File: src/rtl/seq_multiplier_if.sv
// Operand/product handshake bundle for seq_multiplier.
// The is_signed wire exists only when MULT_SIGNED_EN is defined.
interface seq_multiplier_if #(
   parameter int WIDTH = 32
);
   logic                 in_valid;
   logic                 in_ready;
   logic [WIDTH-1:0]     a;
   logic [WIDTH-1:0]     b;
`ifdef MULT_SIGNED_EN
   logic                 is_signed;
`endif
   logic                 out_valid;
   logic                 out_ready;
   logic [2*WIDTH-1:0]   product;
   logic                 busy;

`ifdef MULT_SIGNED_EN
   modport master (
      output in_valid, a, b, is_signed, out_ready,
      input  in_ready, out_valid, product, busy
   );
   modport slave (
      input  in_valid, a, b, is_signed, out_ready,
      output in_ready, out_valid, product, busy
   );
`else
   modport master (
      output in_valid, a, b, out_ready,
      input  in_ready, out_valid, product, busy
   );
   modport slave (
      input  in_valid, a, b, out_ready,
      output in_ready, out_valid, product, busy
   );
`endif
endinterface

File: src/rtl/seq_multiplier.sv
// Sequential shift-add multiplier, one multiplier bit per cycle.
// Define MULT_SIGNED_EN to add two's complement support via is_signed.
module seq_multiplier #(
   parameter int WIDTH = 32
) (
   input logic             clk,
   input logic             rst_n,
   seq_multiplier_if.slave bus
);
   localparam int CW = (WIDTH > 2) ? $clog2(WIDTH) : 1;

   typedef enum logic [1:0] {IDLE, CALC, DONE} state_e;

   state_e               state_q, state_d;
   logic [CW-1:0]        cnt_q, cnt_d;
   logic [2*WIDTH-1:0]   acc_q, acc_d;
   logic [WIDTH-1:0]     a_q, a_d;
   logic [WIDTH-1:0]     b_q, b_d;
   logic [WIDTH-1:0]     a_mag, b_mag;
   logic                 neg_q, neg_d, neg_in;
   logic [2*WIDTH-1:0]   sum;

   // Magnitudes are taken at accept so the datapath stays unsigned.
   always_comb begin
      a_mag  = bus.a;
      b_mag  = bus.b;
      neg_in = 1'b0;
`ifdef MULT_SIGNED_EN
      if (bus.is_signed) begin
         if (bus.a[WIDTH-1]) a_mag = -bus.a;
         if (bus.b[WIDTH-1]) b_mag = -bus.b;
         neg_in = bus.a[WIDTH-1] ^ bus.b[WIDTH-1];
      end
`endif
   end

   assign sum = acc_q + ({{WIDTH{1'b0}}, a_q} << cnt_q);

   always_comb begin
      state_d = state_q;
      cnt_d   = cnt_q;
      acc_d   = acc_q;
      a_d     = a_q;
      b_d     = b_q;
      neg_d   = neg_q;
      unique case (state_q)
         IDLE: begin
            if (bus.in_valid) begin
               a_d     = a_mag;
               b_d     = b_mag;
               neg_d   = neg_in;
               cnt_d   = '0;
               acc_d   = '0;
               state_d = CALC;
            end
         end
         CALC: begin
            if (b_q[cnt_q]) acc_d = sum;
            cnt_d = cnt_q + CW'(1);
            if (cnt_q == CW'(WIDTH-1)) begin
               cnt_d   = '0;
               state_d = DONE;
               if (neg_q) acc_d = -acc_d;
            end
         end
         DONE: begin
            if (bus.out_ready) begin
               acc_d   = '0;
               state_d = IDLE;
            end
         end
         default: state_d = IDLE;
      endcase
   end

   always_ff @(posedge clk) begin
      if (!rst_n) begin
         state_q <= IDLE;
         cnt_q   <= '0;
         acc_q   <= '0;
         a_q     <= '0;
         b_q     <= '0;
         neg_q   <= 1'b0;
      end else begin
         state_q <= state_d;
         cnt_q   <= cnt_d;
         acc_q   <= acc_d;
         a_q     <= a_d;
         b_q     <= b_d;
         neg_q   <= neg_d;
      end
   end

   assign bus.in_ready  = (state_q == IDLE);
   assign bus.out_valid = (state_q == DONE);
   assign bus.busy      = (state_q != IDLE);
   assign bus.product   = (state_q == DONE) ? acc_q : '0;
endmodule

File: src/flat_wrapper.sv
// flat-port wrapper written by rule: the top's interface ports become plain ports
module seq_multiplier_flat 
#(
   parameter int WIDTH = 32
)
  (clk, rst_n, bus_in_valid, bus_a, bus_b, bus_out_ready, bus_in_ready, bus_out_valid, bus_product, bus_busy);
  seq_multiplier_if #(.WIDTH(WIDTH)) bus_i ();
  input logic clk;
  input logic rst_n;
  input wire logic [$bits(bus_i.in_valid)-1:0] bus_in_valid;
  input wire logic [$bits(bus_i.a)-1:0] bus_a;
  input wire logic [$bits(bus_i.b)-1:0] bus_b;
  input wire logic [$bits(bus_i.out_ready)-1:0] bus_out_ready;
  output wire logic [$bits(bus_i.in_ready)-1:0] bus_in_ready;
  output wire logic [$bits(bus_i.out_valid)-1:0] bus_out_valid;
  output wire logic [$bits(bus_i.product)-1:0] bus_product;
  output wire logic [$bits(bus_i.busy)-1:0] bus_busy;
  assign bus_i.in_valid = bus_in_valid;
  assign bus_i.a = bus_a;
  assign bus_i.b = bus_b;
  assign bus_i.out_ready = bus_out_ready;
  assign bus_in_ready = bus_i.in_ready;
  assign bus_out_valid = bus_i.out_valid;
  assign bus_product = bus_i.product;
  assign bus_busy = bus_i.busy;
  seq_multiplier #(.WIDTH(WIDTH)) u_core (.clk(clk), .rst_n(rst_n), .bus(bus_i));
endmodule
File: config.mk
export PLATFORM = sky130hd
export DESIGN_NAME = seq_multiplier_flat
export DESIGN_NICKNAME = d
export VERILOG_FILES = /design/src/rtl/seq_multiplier_if.sv /design/src/rtl/seq_multiplier.sv /design/src/flat_wrapper.sv
export SDC_FILE = /design/constraint.sdc
export NUM_CORES = 1
export LEC_CHECK = 0
export CORE_MARGIN = 8
export CORE_UTILIZATION = 58
export CTS_CLUSTER_SIZE = 20
export DETAILED_ROUTE_END_ITERATION = 12
export GPL_TIMING_DRIVEN = 1
export PLACE_DENSITY = 0.88
export SYNTH_ARGS = -nofsm -noshare
export SYNTH_HDL_FRONTEND = slang
export SYNTH_SLANG_ARGS = --single-unit
File: constraint.sdc
create_clock -name clk -period 6.19 [get_ports clk]
set_input_delay 0.9285 -clock clk [delete_from_list [all_inputs] [get_ports clk]]
set_output_delay 0.9285 -clock clk [all_outputs]
set_load 0.03 [all_outputs]
### Yosys cells after proc, flatten, opt, wreduce, memory -nomap -nowiden

Cells that the tools add are included.
Widths: inputs -> output; s select.

* bits of input ports: 68
* bits in registers: 135
* output and inout port bits: 67
* word-level logic and storage cells: 38

* equality and inequality tests: 7
* shifts and indexed selects: 1
* magnitude comparators: 1
* reductions and logical operators: 8
* multiplexer cells: 14
* add/sub/neg operators: 2

Operators with widths (number)
* $mux 64: 4
* $pmux 64 s3: 1
* $add 64x64->64: 1
* $shl 32x5->64: 1
* $mux 5: 2
* $pmux 5 s2: 1
* $lt 5x6->1 const B: 1
* $mux 2: 3
* $pmux 2 s3: 1
* $add 5x1->5 const B: 1
* $bmux 1 s5: 1
* $eq 5x5->1 const B: 1
* $ne 2x1->1 const B: 2
* $ne 2x2->1 const B: 2
* $reduce_and 2->1: 2
* $reduce_and 4->1: 1
* $reduce_bool 2->1: 2
* $reduce_and 3->1: 1
* $reduce_bool 3->1: 1
* $eq 2x1->1 const B: 1
* $eq 2x2->1 const B: 1
* $logic_not 2->1: 1
* $mux 1: 1

### Longest topological paths before layout

* word-level depth: 4
* mapped depth: 22
* mapped depth without buffers: 19

### Worst setup path after synthesis

Ideal clock, no wire load.

* kind: reg2reg
* start point: register u_core.cnt_q[1]
* end point: register u_core.acc_q[53]
* path buffers: 4
* setup time: 117 ps
* data required time: 6073 ps
* stages on the path, launching flop included: 21
* clock period less this slack: 4803 ps
* arrival: 4685 ps
* setup slack: 1387 ps
* cell sequence: dfxtp_1 clkbuf_1 buf_1 clkbuf_1 mux4_2 mux2i_1 o22ai_1 nand2_1 o21ai_0 ha_1 clkbuf_2 and3_1 and3_1 a311oi_1 a211oi_1 nor4_2 nor2_2 a31oi_2 a21oi_1 or3_1 a32o_1

* word-level cells in the longest chain between the ends: 4
* elaborated cells between the ends (all ways): 8
* classes of those cells: add/sub (1); eq/ne (1); shift (1); mux (4); reduce/logical (1)

Ends and longest elaborated chain
* from (decl): line seq_multiplier.sv:15 `logic [CW-1:0] cnt_q, cnt_d;`
* from (signal assigned): line seq_multiplier.sv:86 `cnt_q <= cnt_d;`
* $shl 32x5->64 or $bmux 1 s5 (tied branches): line seq_multiplier.sv:37, seq_multiplier.sv:58
* $add 64x64->64 or $mux 1 (tied branches): line seq_multiplier.sv:37, seq_multiplier.sv:58
* $mux 64 or $ne 2x1->1 (tied branches)
* $pmux 64 s3 or $reduce_and 4->1 (tied branches)
* to (signal assigned): line seq_multiplier.sv:80 `acc_q <= '0;`
* to (signal assigned): line seq_multiplier.sv:87 `acc_q <= acc_d;`
* to (decl): line seq_multiplier.sv:16 `logic [2*WIDTH-1:0] acc_q, acc_d;`

Parallel ways exist; a longest one is shown, timed or not. The select of a mux whose other input is x is not followed.
A chain may end at the register's enable or synchronous reset.

### Final worst setup path

* start point: register u_core.cnt_q[1]
* end point: register u_core.acc_q[62]

Same word-level chain as after synthesis.

==> impl_metrics.py <==
metrics = {
    "sta": {
        "setup_viol": 0,
        "rsz0062_at_grt": "false",
        "slew_viol_final": 0,
        "timing.final.crit_share": 0.9218,
        "fin_worst_skew_ns": 0.01244,
        "slew_headroom": 0.2065,
        "setup_ws_ns": 0.4842,
        "worst_slew_pin_slew_ns": 1.190,
        "hold_viol": 0,
        "max_freq_mhz": 175.3,
        "post-route-min-period_ns": 5.706,
        "fin_tns_setup_ns": 0,
    },
    "logic_synthesis": {
        "yosysWarnings": 0,
        "syn_inst": 1407,
        "synth_ff_type": "dfxtp_1",
        "synth_edf_count": 0,
        "yosysMostFrequentCell": "nand2_1",
        "synthTopCellsByCount": "209 x nand2_1, 135 x dfxtp_1, 113 x a21oi_1",
        "avgSynthCellArea_um2": 7.936,
        "synth_cell_types": 66,
        "synth_top_area_frac": 0.2420,
        "seq_area_frac_synth": 0.2420,
        "synth_seq_cells": 135,
        "synth_area_leader_cell": "dfxtp_1",
        "async_flop_share": 0,
        "syn-cell-area_um2": 11170,
        "postSynthNetCount": 1541,
        "post_synth_main_area_contributors": "dfxtp_1 24%, ha_1 7.3%, nand2_1 7.0%",
    },
    "clock_network": {
        "htree_levels": 4,
        "clockBufferDepth": 2,
        "cts_tree": "yes",
        "cts_root_buf": "clkbuf_16",
        "post_cts_resized": 0,
        "clkTransAtPathRegs_ns": 0.08,
        "insertion_delay_ns": 0.43,
        "numCtsBuffers": 17,
        "post_cts_buffers": 0,
        "clkSinkCount": 135,
        "ctsHoldBuffers": 0,
    },
    "critical_path": {
        "critPathKind": "flop to flop",
        "worst_setup_path_end_kind": "flop",
        "slowest_stage": "dfxtp_2",
        "crit_arrival_ns": 6.03,
        "reg2reg_depth": 17,
        "critical_path_buf_inv_count": 0,
        "cp_cell_sequence": "mux2_2 -> o21ai_0 -> nor2_1 -> a21oi_1 -> mux2_2 -> mux2i_1 -> ha_1 -> and4_1 -> nand3_1 -> nand2b_1 -> a31o_2 -> and3_1 -> a21oi_1 -> o21ai_0 -> o41ai_1 -> xor2_1 -> a22o_1",
        "max_stage_delay_ns": 0.85,
        "cp_max_fo": 39,
        "cp.depth": 17,
        "worstPathRequired_ns": 6.51,
        "r2r_slack_ns": 0.48,
        "start_kind": "flop",
        "crit_family": "compound AO/OA/AOI/OAI gates",
    },
    "placement": {
        "dp_hpwl_um": 25450,
        "pre_cts_ws_ns": 0.7918,
        "dp_cells": 1716,
        "port_buffers": 134,
        "gp_congestion": 0.9960,
    },
    "power_and_ir_drop": {
        "p_leak_nw": 5.006,
        "finalPower_mw": 2.365,
        "power_density_nw_per_um2": 179.6,
        "irDropWorstVdd_v": 0.0001574,
    },
    "floorplan": {
        "die_h_um": 154.8,
        "die_w_um": 154.8,
        "core-area_um2": 18830,
        "ios": 135,
        "num_rows": 50,
        "die-area_um2": 23950,
        "start_util": 0.5930,
    },
    "finish": {
        "fin_cells": 1748,
        "final_nets": 1609,
        "num_antenna_cells": 0,
        "area_growth_pct": 17.95,
        "postLayoutCoreUtil": 0.6994,
        "drive_gt1_frac": 0.08199,
    },
    "routing": {
        "wl_per_cell_um": 19.03,
        "postRouteAntennaNets": 0,
        "drc": 0,
        "avgViaCountPerCell": 6.282,
        "first_iter_violations": 1013,
        "vias": 10980,
        "wl_um": 33260,
        "drt_first_pass_iters": 5,
    },
    "grt": {
        "overflow": 0,
        "track_usage": 0.2710,
        "grt_pass1_vias": 10190,
        "grt_max_degree": 81,
        "antenna_found_initial": 0,
        "grt_pass1_wl_um": 53090,
    },
    "hold_path": {
        "hold_path.class": "flop to flop",
        "whs_path_depth": 2,
    },
    "job": {
        "cap_violations": 0,
    },
    "status": {
        "status": "finished clean",
    },
}
[final timing paths]
kind,startpoint,to
worst max register to register,u_core.cnt_q[1]$_SDFFE_PN0P_,u_core.acc_q[62]$_SDFFE_PN0P_
worst max-delay path,u_core.cnt_q[1]$_SDFFE_PN0P_,u_core.acc_q[62]$_SDFFE_PN0P_
worst min register to register,u_core.b_q[10]$_SDFFE_PN0P_,u_core.b_q[10]$_SDFFE_PN0P_
worst min-delay path,u_core.b_q[10]$_SDFFE_PN0P_,u_core.b_q[10]$_SDFFE_PN0P_
[stage by stage]
step | cell area [um^2] | hold slack [ns]
2_1_floorplan | 11170 | 0.4402
3_3_place_gp | 12540 | 0.4486
3_5_place_dp | 12540 | 0.4562
4_1_cts | 13170 | 0.4670
5_1_grt | 13170 | 0.4830
6_report | 13170 | 0.4675
[state kept, by name, indices dropped and copies added (netlist names)]
name,count
u_core.b_q,32
u_core.a_q,32
u_core.cnt_q,5
u_core.state_q,2
u_core.acc_q,64
[where the power goes]
part           switching, mW  internal, mW
sequential            0.0366         0.898
combinational          0.197         0.160
clock                  0.518         0.555
total                  0.751          1.61
[layout make-up]
cell class | count | area, um^2
Sequential cell | 135 | 2706
Timing Repair Buffer | 145 | 1419
Clock inverter | 15 | 203.9
Clock buffer | 17 | 425.4
Fill cell | 1518 | 5660
Tap cell | 260 | 325.3
Multi-Input combinational cell | 1155 | 8011
Inverter | 21 | 78.83
[worst register-to-register path, stage by stage, from the launching register on]
cell and delay, ns:
dfxtp_2 0.85, mux2_2 0.44, o21ai_0 0.56, nor2_1 0.08, a21oi_1 0.42, mux2_2 0.28, mux2i_1 0.08, ha_1 0.45
and4_1 0.25, nand3_1 0.11, nand2b_1 0.17, a31o_2 0.24, and3_1 0.16, a21oi_1 0.44, o21ai_0 0.31, o41ai_1 0.41
xor2_1 0.12, a22o_1 0.21
[logic make-up after synthesis]
| family | Yosys count | share of synthesized area |
|---|---|---|
| and+or+nand+nor | 533 | 0.2318 |
| xor gates and xnor gates | 54 | 0.04236 |
| DFF | 135 | 0.2420 |
| muxes | 93 | 0.1242 |
| adders and majority gates | 66 | 0.07463 |
| AOI/OAI and AO/OA | 409 | 0.2426 |
| buffers and inverters | 117 | 0.04236 |
[metal layers]
layer	GRT usage	routed length (um)
met4	0.1097	1064
met1	0.3691	14860
met2	0.4217	14870
met3	0.04124	2465
met5	0	0
[cells in the final DEF, fill, tap and decap left out, types with 9 or more instances in the layout]
master | synthesis | routed
nor2_1 | 73 | 72
nor3_1 | 32 | 32
mux2_2 | 24 | 24
buf_4 | 5 | 11
xnor2_1 | 26 | 26
a32o_1 | 10 | 10
clkbuf_16 | 0 | 17
a21o_1 | 29 | 29
o21bai_1 | 13 | 13
a21oi_1 | 113 | 113
nand2b_1 | 14 | 14
and3_1 | 12 | 12
nand2_1 | 209 | 208
o21ai_0 | 60 | 60
a22o_1 | 21 | 21
inv_1 | 21 | 21
o21a_1 | 9 | 9
clkdlybuf4s50_1 | 0 | 133
dfxtp_1 | 135 | 132
mux2i_1 | 35 | 35
nor2b_1 | 40 | 39
mux4_2 | 34 | 34
nand4_1 | 16 | 16
nand3_1 | 25 | 25
ha_1 | 65 | 65
a21boi_0 | 73 | 73
xor2_1 | 28 | 28
and2_1 | 82 | 81
o22ai_1 | 21 | 21
Power figures use the tool's default switching activity.
